==> config.mk <==
export PLATFORM = sky130hd
export DESIGN_NAME = muldiv_sequencer
export DESIGN_NICKNAME = d
export VERILOG_FILES = /design/src/rtl/muldiv_pkg.sv /design/src/rtl/muldiv_step.sv /design/src/rtl/muldiv_sequencer.sv
export SDC_FILE = /design/constraint.sdc
export NUM_CORES = 1
export LEC_CHECK = 0
export CORE_UTILIZATION = 38
export CTS_BUF_LIST = sky130_fd_sc_hd__clkbuf_8
export CTS_CLUSTER_SIZE = 30
export DETAILED_ROUTE_END_ITERATION = 8
export PLACE_DENSITY_LB_ADDON = 0.2
export SETUP_SLACK_MARGIN = 0.05
export SYNTH_ARGS = -nofsm -noshare
export SYNTH_HDL_FRONTEND = slang
export SYNTH_HIERARCHICAL = 1
export SYNTH_SLANG_ARGS = --single-unit
==> constraint.sdc <==
create_clock -name clk -period 4.9 [get_ports clk]
set_input_delay 1.225 -clock clk [delete_from_list [all_inputs] [get_ports clk]]
set_output_delay 1.225 -clock clk [all_outputs]
set_load 0.05 [all_outputs]
==> src/rtl/muldiv_pkg.sv <==
// Shared types and constants for the iterative signed multiply/divide engine.
package muldiv_pkg;

    localparam int MULDIV_WIDTH = 32;

    localparam logic OP_MULT = 1'b0;
    localparam logic OP_DIV  = 1'b1;

    typedef enum logic [1:0] {
        IDLE   = 2'd0,
        RUN    = 2'd1,
        FINISH = 2'd2
    } state_t;

endpackage

==> src/rtl/muldiv_step.sv <==
// One combinational iteration: shift-add multiply step or restoring divide step.
// DIV packs {remainder, quotient} in acc; the new quotient bit is returned separately.
module muldiv_step
    import muldiv_pkg::*;
#(
    parameter int WIDTH = MULDIV_WIDTH
) (
    input  logic                 op,
    input  logic [2*WIDTH-1:0]   acc,
    input  logic [WIDTH-1:0]     operand,
    output logic [2*WIDTH-1:0]   acc_next,
    output logic                 q_bit
);

    logic [WIDTH:0] sum_s;
    logic [WIDTH:0] shifted_s;
    logic [WIDTH:0] diff_s;

    // Both candidate iterations are formed; op picks which one advances the accumulator.
    always_comb begin
        sum_s     = {1'b0, acc[2*WIDTH-1:WIDTH]}
                  + (acc[0] ? {1'b0, operand} : {(WIDTH+1){1'b0}});
        shifted_s = {acc[2*WIDTH-1:WIDTH], acc[WIDTH-1]};
        diff_s    = shifted_s - {1'b0, operand};
        acc_next  = acc;
        q_bit     = 1'b0;
        if (op == OP_DIV) begin
            // A borrow out of the trial subtraction means restore the shifted remainder.
            q_bit    = ~diff_s[WIDTH];
            acc_next = {(diff_s[WIDTH] ? shifted_s[WIDTH-1:0] : diff_s[WIDTH-1:0]),
                        acc[WIDTH-2:0], 1'b0};
        end else begin
            acc_next = {sum_s, acc[WIDTH-1:1]};
        end
    end

endmodule

==> src/rtl/muldiv_sequencer.sv <==
// Iterative signed MULT/DIV sequencer with HI/LO result registers.
// Works on magnitudes for WIDTH steps, then restores signs in FINISH.
module muldiv_sequencer
    import muldiv_pkg::*;
#(
    parameter int WIDTH = MULDIV_WIDTH
) (
    input  logic             clk,
    input  logic             reset,
    input  logic             start,
    input  logic             op,
    input  logic [WIDTH-1:0] operand_a,
    input  logic [WIDTH-1:0] operand_b,
    output logic             busy,
    output logic             done,
    output logic             div_zero,
    output logic [WIDTH-1:0] hi,
    output logic [WIDTH-1:0] lo
);

    localparam int CNT_W = $clog2(WIDTH);
    localparam logic [WIDTH-1:0]   ZERO_W  = {WIDTH{1'b0}};
    localparam logic [2*WIDTH-1:0] ZERO_2W = {(2*WIDTH){1'b0}};

    state_t               state_r, state_s;
    logic [CNT_W-1:0]     cnt_r, cnt_s;
    logic                 op_r, op_s;
    logic                 sign_a_r, sign_a_s;
    logic                 sign_b_r, sign_b_s;
    logic [WIDTH-1:0]     opnd_r, opnd_s;
    logic [2*WIDTH-1:0]   acc_r, acc_s;
    logic [WIDTH-1:0]     hi_r, hi_s;
    logic [WIDTH-1:0]     lo_r, lo_s;
    logic                 done_r, done_s;
    logic                 div_zero_r, div_zero_s;
    logic                 busy_r, busy_s;

    logic [WIDTH-1:0]     abs_a_s, abs_b_s;
    logic [2*WIDTH-1:0]   step_acc_s;
    logic                 q_bit_s;
    logic [2*WIDTH-1:0]   prod_s;
    logic [WIDTH-1:0]     quot_s, rem_s;

    // Magnitude of -2^(W-1) wraps to 2^(W-1), which is exact when read as unsigned.
    assign abs_a_s = operand_a[WIDTH-1] ? (ZERO_W - operand_a) : operand_a;
    assign abs_b_s = operand_b[WIDTH-1] ? (ZERO_W - operand_b) : operand_b;

    assign prod_s = (sign_a_r ^ sign_b_r) ? (ZERO_2W - acc_r) : acc_r;
    assign quot_s = (sign_a_r ^ sign_b_r) ? (ZERO_W - acc_r[WIDTH-1:0]) : acc_r[WIDTH-1:0];
    assign rem_s  = sign_a_r ? (ZERO_W - acc_r[2*WIDTH-1:WIDTH]) : acc_r[2*WIDTH-1:WIDTH];

    muldiv_step #(.WIDTH(WIDTH)) u_step (
        .op       (op_r),
        .acc      (acc_r),
        .operand  (opnd_r),
        .acc_next (step_acc_s),
        .q_bit    (q_bit_s)
    );

    // Next-state, datapath and output decode for the IDLE/RUN/FINISH sequencer.
    always_comb begin
        state_s    = state_r;
        cnt_s      = cnt_r;
        op_s       = op_r;
        sign_a_s   = sign_a_r;
        sign_b_s   = sign_b_r;
        opnd_s     = opnd_r;
        acc_s      = acc_r;
        hi_s       = hi_r;
        lo_s       = lo_r;
        done_s     = 1'b0;
        div_zero_s = 1'b0;
        case (state_r)
            IDLE: begin
                if (start && (op == OP_DIV) && (operand_b == ZERO_W)) begin
                    done_s     = 1'b1;
                    div_zero_s = 1'b1;
                end else if (start) begin
                    state_s  = RUN;
                    cnt_s    = CNT_W'(WIDTH - 1);
                    op_s     = op;
                    sign_a_s = operand_a[WIDTH-1];
                    sign_b_s = operand_b[WIDTH-1];
                    if (op == OP_DIV) begin
                        acc_s  = {ZERO_W, abs_a_s};
                        opnd_s = abs_b_s;
                    end else begin
                        acc_s  = {ZERO_W, abs_b_s};
                        opnd_s = abs_a_s;
                    end
                end else begin
                    state_s = IDLE;
                end
            end
            RUN: begin
                acc_s = {step_acc_s[2*WIDTH-1:1], step_acc_s[0] | q_bit_s};
                if (cnt_r == {CNT_W{1'b0}}) begin
                    state_s = FINISH;
                end else begin
                    cnt_s = cnt_r - CNT_W'(1);
                end
            end
            FINISH: begin
                state_s = IDLE;
                done_s  = 1'b1;
                if (op_r == OP_DIV) begin
                    hi_s = rem_s;
                    lo_s = quot_s;
                end else begin
                    hi_s = prod_s[2*WIDTH-1:WIDTH];
                    lo_s = prod_s[WIDTH-1:0];
                end
            end
            default: begin
                state_s = IDLE;
            end
        endcase
        busy_s = (state_s != IDLE);
    end

    // State, datapath and registered outputs; reset aborts any operation in flight.
    always_ff @(posedge clk) begin
        if (reset) begin
            state_r    <= IDLE;
            cnt_r      <= {CNT_W{1'b0}};
            op_r       <= OP_MULT;
            sign_a_r   <= 1'b0;
            sign_b_r   <= 1'b0;
            opnd_r     <= ZERO_W;
            acc_r      <= ZERO_2W;
            hi_r       <= ZERO_W;
            lo_r       <= ZERO_W;
            done_r     <= 1'b0;
            div_zero_r <= 1'b0;
            busy_r     <= 1'b0;
        end else begin
            state_r    <= state_s;
            cnt_r      <= cnt_s;
            op_r       <= op_s;
            sign_a_r   <= sign_a_s;
            sign_b_r   <= sign_b_s;
            opnd_r     <= opnd_s;
            acc_r      <= acc_s;
            hi_r       <= hi_s;
            lo_r       <= lo_s;
            done_r     <= done_s;
            div_zero_r <= div_zero_s;
            busy_r     <= busy_s;
        end
    end

    assign busy     = busy_r;
    assign done     = done_r;
    assign div_zero = div_zero_r;
    assign hi       = hi_r;
    assign lo       = lo_r;

endmodule

==> results by stage, run 1 <==
STA:
- Setup violations remaining at the end of the flow were counted as 0.
- Setup repair after global routing left no endpoint under its margin.
- The minimum period implied by the final worst setup slack is 4230 ps.
- The number of failing hold endpoints at the final stage is 0.
- In the final timing run, aggregate negative setup slack is 0 ps.
- Measured against its own limit, the worst slew margin works out to 24.6%.
- The worst hold slack across all endpoints is 458 ps.
- The final setup skew is 27.0 ps.
- After layout, the worst path uses 86.3% of the clock period.
- The transition time at the pin with the least slew margin is 1130 ps.
- The final count of pins violating max slew is 0.
- Static timing analysis puts the maximum clock frequency at 237 MHz.

Status:
- The run finished with clean final reports.

Clock network:
- The insertion delay of the later-clocked pin in the worst-skew pair is 520 ps.
- After clock tree synthesis, the repair step resized 0 gates.
- The TritonCTS sink count is 173.
- The total number of H-tree levels is 4.
- The total of hold buffers inserted after clock tree synthesis is 0.
- The buffer levels on the longest clock path is 2.
- The clock tree from TritonCTS is yes.
- The count of buffers added by post-CTS timing repair for setup is 0.
- Buffers inserted during clock tree synthesis total 17.
- Clock-pin slew was measured on the worst setup and hold paths at 120 ps.
- The tree is rooted in a sky130_fd_sc_hd__clkbuf_8.

Route:
- The total length of routed wires is 54.6 mm.
- After detailed routing, the average wire length per cell comes to 21.1 um.
- In the routed layout, each cell is associated on average with a via count of 5.99.
- The post-detailed-route count of antenna-violating nets is 0.
- The number of detailed-routing iterations run before antenna repair is 5.
- The remaining design rule violation count is 0.
- The detailed router placed 15500 vias in this run.
- The first routing iteration left 1217 violations.

Critical path:
- The kind of end point of the critical path is a flip-flop.
- The category of the worst setup path launch point is a flip-flop.
- The maximum net fanout on the critical path is 44.
- STA puts the critical path data arrival time at 4680 ps.
- The critical path in this run is classified as flip-flop to flip-flop.
- Data on the critical path is required at its endpoint by 5360 ps.

Final layout:
- The final net count is 2202.
- Cells with a size suffix above 1 make up 7.71% of the layout.
- 0 antenna diodes ended up in the layout.
- The relative area change from synthesis to final layout is 15.2%.

Min path:
- The worst hold path class is flip-flop to flip-flop.

Global routing:
- The total overflow left after global routing is 0.
- The first global-routing pass estimated 84.8 mm of wire.
- Entering global routing, the biggest net connects 71 pins.
- Global routing used 26.6% of the available tracks across all layers.
- The number of antenna violations at the first check in global routing is 0.
- The via count of the first global-routing pass is 14400.

Synth:
- After synthesis, flip-flops and latches occupy 23.2% of the total area.
- After synthesis the netlist holds a flip-flop and latch count of 173.
- The number of different library cells used by synthesis comes to 86.
- In this run the cell area of the synthesized design comes to 0.0150 mm2.
- The post-synthesis async set-or-reset flop share is 0%.
- The prevailing post-synth register cell is sky130_fd_sc_hd__dfxtp_1.
- In the synthesized netlist, the number of instances is 1980.
- When the netlist entered floorplanning its net count stood at 2120.
- The average cell area after synthesis is 7.55 um2.
- Yosys printed 6 warnings.
- In this run, synthesis inferred 0 flip-flops with an integrated enable.

Floorplan:
- The floorplan die area is 0.0402 mm2.
- The effective utilization at floorplan is 38.6%.
- After floorplanning, the core was sized to cover 0.0387 mm2.
- In this run the count of I/O pins placed on the die edge is 135.
- The floorplan die height is 200 um.
- The die span in x is 200 um.
- The number of standard-cell rows in the floorplan is 72.

Flow run:
- The number of violations of the max-capacitance limit is 0.

Power and ir drop:
- Across the VDD grid, the largest voltage drop is 0.183 mV.
- The leakage power is 6.58 nW.
- For this design the ratio of total power to cell area is 251 mW/mm2.

Placed design:
- In this run the tool buffered the top-level ports with 134 buffer cells.
- The weighted congestion reported at the end of routability-driven placement is 0.966.
- The HPWL after detailed placement is 42.4 mm.
-- report_power, final --
group          internal, mW  total [mW]  switching, mW
registers              1.49        1.65          0.153
clock network         0.433        1.03          0.600
logic                 0.648        1.65          0.999
-- path summary, 6_finish.rpt --
path	from	end	slack [ps]	depth (start not counted)
worst max-delay path	acc_r[31]$_SDFFE_PP0P_	acc_r[63]$_SDFFE_PP0P_	670	15
worst min-delay path	hi[25]$_SDFFE_PP0P_	hi[25]$_SDFFE_PP0P_	460	2
worst max register to register	acc_r[31]$_SDFFE_PP0P_	acc_r[63]$_SDFFE_PP0P_	670	15
worst min register to register	hi[25]$_SDFFE_PP0P_	hi[25]$_SDFFE_PP0P_	460	2
-- metal layers --
layer  up-vias  wire length [um]  GRT usage [%]
met1      7385             25600           37.4
met4         0              1510           8.04
met2       577             24100           41.6
met5         -                 0              0
met3        77              3430           3.99
li1       7498                 -              -
-- cells in the final DEF (no fill, tap or decap), types with 22 or more instances in the layout --
master / instances
sky130_fd_sc_hd__a22o_1: 34
sky130_fd_sc_hd__nand2b_1: 23
sky130_fd_sc_hd__xnor2_1: 86
sky130_fd_sc_hd__or4_1: 22
sky130_fd_sc_hd__o21ai_0: 121
sky130_fd_sc_hd__mux2_2: 34
sky130_fd_sc_hd__clkdlybuf4s50_1: 132
sky130_fd_sc_hd__dfxtp_1: 172
sky130_fd_sc_hd__ha_1: 70
sky130_fd_sc_hd__nand2_1: 140
sky130_fd_sc_hd__xor2_1: 57
sky130_fd_sc_hd__nor3_1: 54
sky130_fd_sc_hd__o211ai_1: 23
sky130_fd_sc_hd__or3_1: 23
sky130_fd_sc_hd__nand4_1: 22
sky130_fd_sc_hd__a21o_1: 35
sky130_fd_sc_hd__o31ai_1: 25
sky130_fd_sc_hd__o41ai_1: 24
sky130_fd_sc_hd__a31oi_1: 22
sky130_fd_sc_hd__and2_1: 43
sky130_fd_sc_hd__a21oi_1: 131
sky130_fd_sc_hd__nand3_1: 37
sky130_fd_sc_hd__nor2_1: 223
sky130_fd_sc_hd__mux2i_1: 35
sky130_fd_sc_hd__inv_1: 74
sky130_fd_sc_hd__a211oi_1: 54
sky130_fd_sc_hd__buf_4: 47
sky130_fd_sc_hd__nor4_1: 40
-- critical path: stages (launching register included) --
cell                        delay, ps
sky130_fd_sc_hd__dfxtp_1          490
sky130_fd_sc_hd__inv_1            120
sky130_fd_sc_hd__ha_1             250
sky130_fd_sc_hd__fa_1             430
sky130_fd_sc_hd__nor2b_1          170
sky130_fd_sc_hd__o2111ai_1        190
sky130_fd_sc_hd__a2111oi_0        600
sky130_fd_sc_hd__buf_4            210
sky130_fd_sc_hd__or3_1            150
sky130_fd_sc_hd__and2_4           190
sky130_fd_sc_hd__a311oi_4         110
sky130_fd_sc_hd__buf_12           240
sky130_fd_sc_hd__and2_1           210
sky130_fd_sc_hd__and4_1           190
sky130_fd_sc_hd__nor4_1           400
sky130_fd_sc_hd__a22o_1           200
-- cells by family (layout without fill, tap and decap cells) --
family          after synthesis  count (layout)  share of synthesized area, %
buf+inv                     195             290                          5.32
mux                          69              69                          4.90
fa+ha+maj                    72              72                          6.12
simple gates                726             726                          24.5
xor+xnor                    144             144                          8.43
flops                       173             173                          23.2
compound gates              601             601                          27.6
-- stage by stage --
step	util, %	setup slack (ps)	instances	power, mW	cell area (um2)
2_1_floorplan	-	1380	1980	2.76	15000
3_3_place_gp	43.5	422	2561	3.28	16900
3_5_place_dp	43.5	321	2561	3.30	16900
4_1_cts	44.5	647	2593	4.32	17200
5_1_grt	44.5	403	2593	4.55	17200
6_report	44.5	673	2593	4.33	17200
-- cell type report --
cell class	count	area (um2)
fill	3987	21500
inverter	75	282
clock buffer	19	262
multi-input combinational	1612	10700
sequential	173	3470
timing repair buffer	183	1740
clock inverter	13	115
tap	518	648
-- registers in the layout, indices dropped and copies added, names as in the netlist --
| register | flops |
|---|---|
| op_r | 1 |
| acc_r | 64 |
| cnt_r | 5 |
| state_r | 2 |
| div_zero | 1 |
| lo | 32 |
| hi | 32 |
| sign_b_r | 1 |
| sign_a_r | 1 |
| busy | 1 |
| done | 1 |
| opnd_r | 32 |
-- Yosys cell counts (all sizes together), types with 14 or more instances --
library cell	number	area share, %
and3	14	0.59
o31ai	26	1.4
or4	23	1.2
clkbuf	85	2.1
a21o	35	1.8
dfxtp	173	23
xnor2	87	5.1
ha	70	5.9
nor4	42	1.8
o41ai	24	1.4
a211oi	54	2.7
nor2	225	5.7
nor2b	20	0.84
mux2i	35	2.3
o211ai	23	1.2
mux2	34	2.6
nand2	141	3.6
inv	74	1.9
a21oi	131	4.4
nand2b	23	0.96
a22o	34	2.0
and2	44	1.9
nor3	55	1.9
buf	35	1.3
a31oi	22	0.92
nand3b	19	0.95
o21ai	124	4.2
or3	23	0.96
o22ai	14	0.59
nand3	37	1.2
xor2	57	3.3
nand4	22	0.92
Note: power is estimated with default switching activity, not from simulation.
==> run 2: changes to the inputs <==
--- a/config.mk
+++ b/config.mk
@@ -11,6 +11,7 @@
 export DETAILED_ROUTE_END_ITERATION = 8
 export PLACE_DENSITY_LB_ADDON = 0.2
 export SETUP_SLACK_MARGIN = 0.05
+export SLEW_MARGIN = 25
 export SYNTH_ARGS = -nofsm -noshare
 export SYNTH_HDL_FRONTEND = slang
 export SYNTH_HIERARCHICAL = 1
==> results by stage, run 2 (same netlist as run 1, synthesis figures left out) <==
Status:
- The run finished with clean final reports.

Global routing:
- The via count of the first global-routing pass came to 14500.
- The wire length of the first global-routing pass is 85.1 mm.
- The number of antenna violations at the first check in global routing is 1.
- Global routing finished with a remaining overflow of 0.
- Across every metal layer, demand over resource in global routing totals 26.6%.
- The largest net degree at the start of global routing is 71.

Placed design:
- The weighted congestion reported at the end of routability-driven placement is 0.966.
- Input and output buffers added on the ports amount to 134.
- The detailed-placement wirelength estimate is 42.4 mm.

Critical path:
- The kind of end point of the critical path is a flip-flop.
- The category of the worst setup path launch point is a flip-flop.
- Walking the worst path, the cells encountered are inv_1 -> ha_1 -> fa_1 -> nor2b_1 -> o2111ai_1 -> a2111oi_0 -> buf_4 -> or3_1 -> and2_4 -> a311oi_4 -> buf_12 -> and2_1 -> and4_1 -> nor4_1 -> a22o_1.
- The maximum net fanout on the critical path is 44.
- The classification of the worst setup path is flip-flop to flip-flop.
- On the worst path, the slowest cell contributes a delay of 610 ps.
- STA puts the critical path data required time at 5350 ps.
- The critical path data arrival time is 4630 ps.
- The slowest stage of the critical path belongs to the cell sky130_fd_sc_hd__a2111oi_0.

Power and ir drop:
- VDD sags by at most 0.190 mV.
- Net switching is 39.7% of the power.
- Cell internal power was estimated by the tool at 2.67 mW.
- In this run the power density over the cells is 256 mW/mm2.
- The power share of the clock group is 25.6%.
- The power dissipated by switching net loads is 1.76 mW.
- Per report_power, the combinational group accounts for 37.2% of the total.
- Sequential cells account for 37.2% of the total power.
- In this run the static leakage power is 6.59 nW.
- The total power after layout is 4.43 mW.

STA:
- Setup repair after global routing left no endpoint under its margin.
- The transition time at the pin with the least slew margin is 1070 ps.
- The number of failing hold endpoints at the final stage is 0.
- Clock skew on the completed layout was measured at 28.6 ps.
- The minimum period implied by the final worst setup slack is 4180 ps.
- The share of the clock period used by the worst path is 85.3%.
- The accumulated negative setup slack is 0 ps.
- Static timing analysis puts the maximum clock frequency at 239 MHz.
- The worst hold slack across all endpoints is 457 ps.
- Setup violations remaining at the end of the flow were counted as 0.
- The headroom to the max-slew limit is 28.2%.
- The final count of pins violating max slew is 0.

Min path:
- The worst hold path class is flip-flop to flip-flop.

Route:
- The pre-antenna-repair detailed-routing pass consisted of 6 iterations.
- The number of DRC markers in iteration 0 is 1242.
- The number of vias per cell is 6.00.
- The total length of routed wires is 54.4 mm.
- After detailed routing, the average wire length per cell comes to 21.0 um.
- The number of vias in the routed layout is 15500.
- The count of nets left with antenna violations once routing finished came out at 0.
- For this run, design rule violations remaining after detail routing come to 0.

Clock network:
- CTS placed an instance of sky130_fd_sc_hd__clkbuf_8 at the clock tree root.
- Counting the buffers created by CTS gives 17.
- The buffer levels on the longest clock path is 2.
- Gates resized during post-CTS repair numbered 0.
- Buffers inserted to repair hold after CTS numbered 0.
- The total number of H-tree levels is 4.
- The count of buffers added by post-CTS timing repair for setup is 0.
- For this design, the sink count on the clock tree is 173.
- The later pin in the worst-skew pair is clocked with a latency of 510 ps.
- The clock-pin slew reported for the worst setup and hold paths after clock tree synthesis is 120 ps.
- The clock tree from TritonCTS is yes.

Final layout:
- The fraction of layout instances using a drive strength above 1 is 7.90%.
- Leaving out fill and tap cells, the most frequent cells in the layout are sky130_fd_sc_hd__nor2_1, sky130_fd_sc_hd__dfxtp_1, sky130_fd_sc_hd__nand2_1, sky130_fd_sc_hd__clkdlybuf4s50_1, sky130_fd_sc_hd__a21oi_1.
- The number of antenna diodes in the final layout is 0.
- The library cell used most frequently in the layout, excluding fill and tap cells, is sky130_fd_sc_hd__nor2_1.
- After the last flow step, the layout net total stands at 2202.
- Counting the fill cells in the layout gives 4026.
- Counting flops per register, the top entry is acc_r.
- The number of flip-flops in the largest register is 64.
- The relative area change from synthesis to final layout is 15.7%.

Floorplan:
- After floorplanning, the core was divided into 72 placement rows.
- The core region area is 0.0387 mm2.
- The die span in x is 200 um.
- In this run the count of I/O pins placed on the die edge is 135.
- The floorplan die area is 0.0402 mm2.
- For this configuration, the core starts out at a cell density of 38.6%.
- The floorplan die height is 200 um.

Flow run:
- Across the run, the number of max-cap violations was 0.
## run 2: critical path: cells and delay by family (launching register included)
kind            cells  cell delay [ps]
simple gates        6             1310
compound gates      4             1120
buf+inv             3              560
fa+ha+maj           2              670
flops               1              470
## run 2: area by class of cell
| cell class | count | area, um2 | area share [%] |
|---|---|---|---|
| tap | 518 | 648 | 3.75 |
| inverter | 75 | 282 | 1.63 |
| sequential | 173 | 3470 | 20.0 |
| clock buffer | 18 | 248 | 1.43 |
| clock inverter | 14 | 178 | 1.03 |
| multi-input combinational | 1612 | 10700 | 62.1 |
| timing repair buffer | 183 | 1740 | 10.1 |
## run 2: worst paths after layout
kind / from / endpoint / slack, ps / cells past startpoint
min: hi[25]$_SDFFE_PP0P_ / hi[25]$_SDFFE_PP0P_ / 460 / 2
min reg2reg: hi[25]$_SDFFE_PP0P_ / hi[25]$_SDFFE_PP0P_ / 460 / 2
max: acc_r[31]$_SDFFE_PP0P_ / acc_r[63]$_SDFFE_PP0P_ / 720 / 15
max reg2reg: acc_r[31]$_SDFFE_PP0P_ / acc_r[63]$_SDFFE_PP0P_ / 720 / 15
## run 2: per-layer routing
metal	share of wire (%)	track usage, %
met1	47	37.8
met2	44	41.2
met3	5.9	3.64
met4	2.9	8.75
met5	0	0
## run 2: metrics by stage
step / setup WS (ps) / utilization, % / instance area (um2) / instances
final: 719 / 44.7 / 17300 / 2593
after global routing: 418 / 44.7 / 17300 / 2593
after CTS: 655 / 44.6 / 17300 / 2593
after detailed placement: 336 / 43.5 / 16900 / 2561
after global placement: 422 / 43.5 / 16900 / 2561
after floorplan: 1380 / - / 15000 / 1980
## run 2: power by group through the flow
stage          Combinational, mW  Sequential, mW  Clock, mW
2_1_floorplan               1.10            1.65          0
3_3_place_gp                1.61            1.67          0
3_5_place_dp                1.62            1.68          0
4_1_cts                     1.63            1.64       1.15
5_1_grt                     1.79            1.66       1.21
6_report                    1.65            1.65       1.13
==> run 3: changes to the inputs <==
--- a/config.mk
+++ b/config.mk
@@ -5,6 +5,7 @@
 export SDC_FILE = /design/constraint.sdc
 export NUM_CORES = 1
 export LEC_CHECK = 0
+export CORE_MARGIN = 4
 export CORE_UTILIZATION = 38
 export CTS_BUF_LIST = sky130_fd_sc_hd__clkbuf_8
 export CTS_CLUSTER_SIZE = 30
==> constraint.sdc (replaced) <==
create_clock -name clk -period 5.4 [get_ports clk]
set_input_delay 1.35 -clock clk [delete_from_list [all_inputs] [get_ports clk]]
set_output_delay 1.35 -clock clk [all_outputs]
set_load 0.05 [all_outputs]
==> results by stage, run 3 (same netlist as run 1, synthesis figures left out) <==
Critical path:
- Counting stages on the worst path, the most repeated cell is sky130_fd_sc_hd__nor4_1.
- Of all nets on the critical path, the largest fanout is 13.
- On the worst path, the slowest cell contributes a delay of 550 ps.
- The critical path data arrival time is 4730 ps.
- The worst setup path is captured at a flip-flop.
- Traced cell by cell, the critical path runs through buf_4 -> and2_1 -> ha_1 -> fa_1 -> a211oi_1 -> o21bai_1 -> o41ai_1 -> a21oi_1 -> o211a_1 -> o211ai_1 -> nand2_1 -> nor4_1 -> nor4_1 -> a22o_1.
- The classification of the worst setup path is flip-flop to flip-flop.
- The data required time at the worst endpoint is 5780 ps.
- The library cell contributing the largest single delay on the critical path is sky130_fd_sc_hd__o41ai_1.
- The register-to-register path setup slack is 1050 ps.
- STA classifies the critical path startpoint as a flip-flop.

Clock network:
- The tree is rooted in a sky130_fd_sc_hd__clkbuf_8.
- The buffer levels on the longest clock path is 2.
- The H-tree was split into 4 levels.
- The number of resized instances in the post-cts repair step is 0.
- The insertion delay of the later-clocked pin in the worst-skew pair is 500 ps.
- In this run, CTS created clock tree buffers numbering 17.
- Counting every sink on the clock net gives 173.
- The total of hold buffers inserted after clock tree synthesis is 0.
- After clock tree synthesis, the setup repair step added 0 buffers.
- The clock tree from TritonCTS is yes.
- Clock-pin slew was measured on the worst setup and hold paths at 100 ps.

STA:
- The worst path uses 80.6% of the clock period.
- For the pin with the worst max-slew slack, the measured transition is 1000 ps.
- Setup repair after global routing left no endpoint under its margin.
- The worst path in the final design needs a cycle of 4350 ps, including I/O delays and setup.
- Setup violations remaining at the end of the flow were counted as 0.
- The number of failing hold endpoints at the final stage is 0.
- Based on the critical path, the design can be clocked at up to 230 MHz.
- The headroom to the max-slew limit is 32.8%.
- The final setup skew is 23.2 ps.
- The accumulated negative setup slack is 0 ps.
- The final count of pins violating max slew is 0.

Route:
- The number of vias per cell is 6.07.
- Once detail routing completed, the nets flagged for antenna violations numbered 0.
- The number of detailed-routing iterations run before antenna repair is 6.
- Summed over all layers, the routed wires come to 55.3 mm.
- The number of vias in the routed layout is 15600.
- For this block, the initial DRC count from the detailed router was 1396.
- In the routed design, unresolved DRC markers number 0.
- The post-detailed-route wirelength per cell is 21.5 um.

Final layout:
- The area growth from synthesis to layout is 14.5%.
- The most common cell after layout, fill and taps aside is sky130_fd_sc_hd__nor2_1.
- The register with the most flip-flops in the layout has 64 of them.
- Once layout is complete, the utilization of the core stands at 44.1%.
- Excluding fillers, the count of instances in the completed layout stands at 2577.
- The finished cells cover 0.0171 mm2.
- Leaving out fill and tap cells, the most frequent cells in the layout are sky130_fd_sc_hd__nor2_1, sky130_fd_sc_hd__dfxtp_1, sky130_fd_sc_hd__nand2_1, sky130_fd_sc_hd__a21oi_1, sky130_fd_sc_hd__clkdlybuf4s50_1.
- The final net count is 2186.
- The number of antenna repair diodes is 0.
- The post-route netlist has 7.19% of its cells at a drive strength greater than 1.
- Ranked by flip-flop count, first place goes to acc_r.

Global routing:
- Entering global routing, the biggest net connects 75 pins.
- The number of antenna violations at the first check in global routing came to 2.
- The global route total overflow is 0.
- The global-route track usage on met1 is 35.0%.
- The via count of the first global-routing pass was 14800.
- The global routing usage on met2 is 40.1%.
- The all-layer global routing usage is 25.3%.
- For met3 alone, demand over resource in global routing was 3.77%.
- The most heavily used metal layer in global routing is met2.
- The first global-routing pass estimated 85.2 mm of wire.

Power and ir drop:
- In this run, the combinational gates consume 37.2% of the power.
- The power share of the clock group is 25.1%.
- In this run switching power makes up 40.6% of total power.
- The power density over the cells is 233 mW/mm2.
- The leakage power is 6.48 nW.
- The part of the total power dissipated in sequential elements is 37.7%.
- The maximum resistive drop on vdd is 0.169 mV.
- For this design the total switching power over the nets is 1.62 mW.
- The internal power is 2.37 mW.
- The design draws 3.99 mW.

Floorplan:
- The region available for standard cell placement spans 0.0388 mm2.
- The number of ports placed on the die boundary is 135.
- The effective utilization at floorplan is 38.5%.
- The floorplan die height is 206 um.
- After floorplanning, the core was divided into 72 placement rows.
- The die span in x is 206 um.
- The floorplan die area is 0.0426 mm2.

Min path:
- The tightest min-delay check is of the flip-flop to flip-flop type.

Placed design:
- After legalization and detailed placement, the total HPWL measured 42.9 mm.
- The weighted congestion reported at the end of routability-driven placement is 0.952.
- The count of buffers from port buffering is 134.
- The cell total after placement is 2545.
- The placement-stage cell area is 0.0167 mm2.

Status:
- The flow ran to the end, and the final reports show no timing, DRC or antenna violations.

Flow run:
- Across the run, the number of max-cap violations was 0.
run 3: cell types whose count changed in the layout (fill, tap and decap cells not counted), moves of 2 or more:
cell                         previous run  this run
sky130_fd_sc_hd__clkinvlp_4             2         4
sky130_fd_sc_hd__buf_12                 3         1
sky130_fd_sc_hd__inv_8                  2         0
sky130_fd_sc_hd__clkinv_2               3         0
sky130_fd_sc_hd__buf_4                 47        33
sky130_fd_sc_hd__clkinv_4               0         3
run 3: final cells by class:
type / count / area [um2]
clock buffer: 18 / 248
clock inverter: 14 / 163
fill: 4012 / 21700
inverter: 75 / 282
multi-input combinational: 1612 / 10700
sequential: 173 / 3470
tap: 518 / 648
timing repair buffer: 167 / 1590
run 3: through the flow:
stage / hold slack, ps / worst slack [ps]
finish: 459 / 1050
global route: 489 / 917
CTS: 467 / 1210
detailed placement: 443 / 773
global placement: 435 / 850
floorplan: 440 / 1750
run 3: final timing paths:
| kind | from | endpoint | cells after the start |
|---|---|---|---|
| setup / recovery | acc_r[0]$_SDFFE_PP0P_ | acc_r[63]$_SDFFE_PP0P_ | 14 |
| hold / removal | hi[5]$_SDFFE_PP0P_ | hi[5]$_SDFFE_PP0P_ | 2 |
| setup reg to reg | acc_r[0]$_SDFFE_PP0P_ | acc_r[63]$_SDFFE_PP0P_ | 14 |
| hold reg to reg | hi[5]$_SDFFE_PP0P_ | hi[5]$_SDFFE_PP0P_ | 2 |
run 3: power groups by stage:
stage	Clock (mW)	Combinational [mW]	Sequential, mW
after floorplan	0	1.00	1.50
after global placement	0	1.45	1.53
after detailed placement	0	1.46	1.53
after CTS	1.02	1.47	1.50
after global routing	1.06	1.62	1.51
final	0.999	1.48	1.50
run 3: critical path: cells and delay by family, from the launching register on:
family	cells	cell delay (ps)
flops	1	330
fa+ha+maj	2	670
buf+inv	1	200
simple gates	4	870
compound gates	7	2180
run 3: routing by layer:
metal	part of all wire [%]	routed length [um]
met4	3.5	1960
met3	6.3	3510
met1	45	24800
met2	45	25000
met5	0.023	13
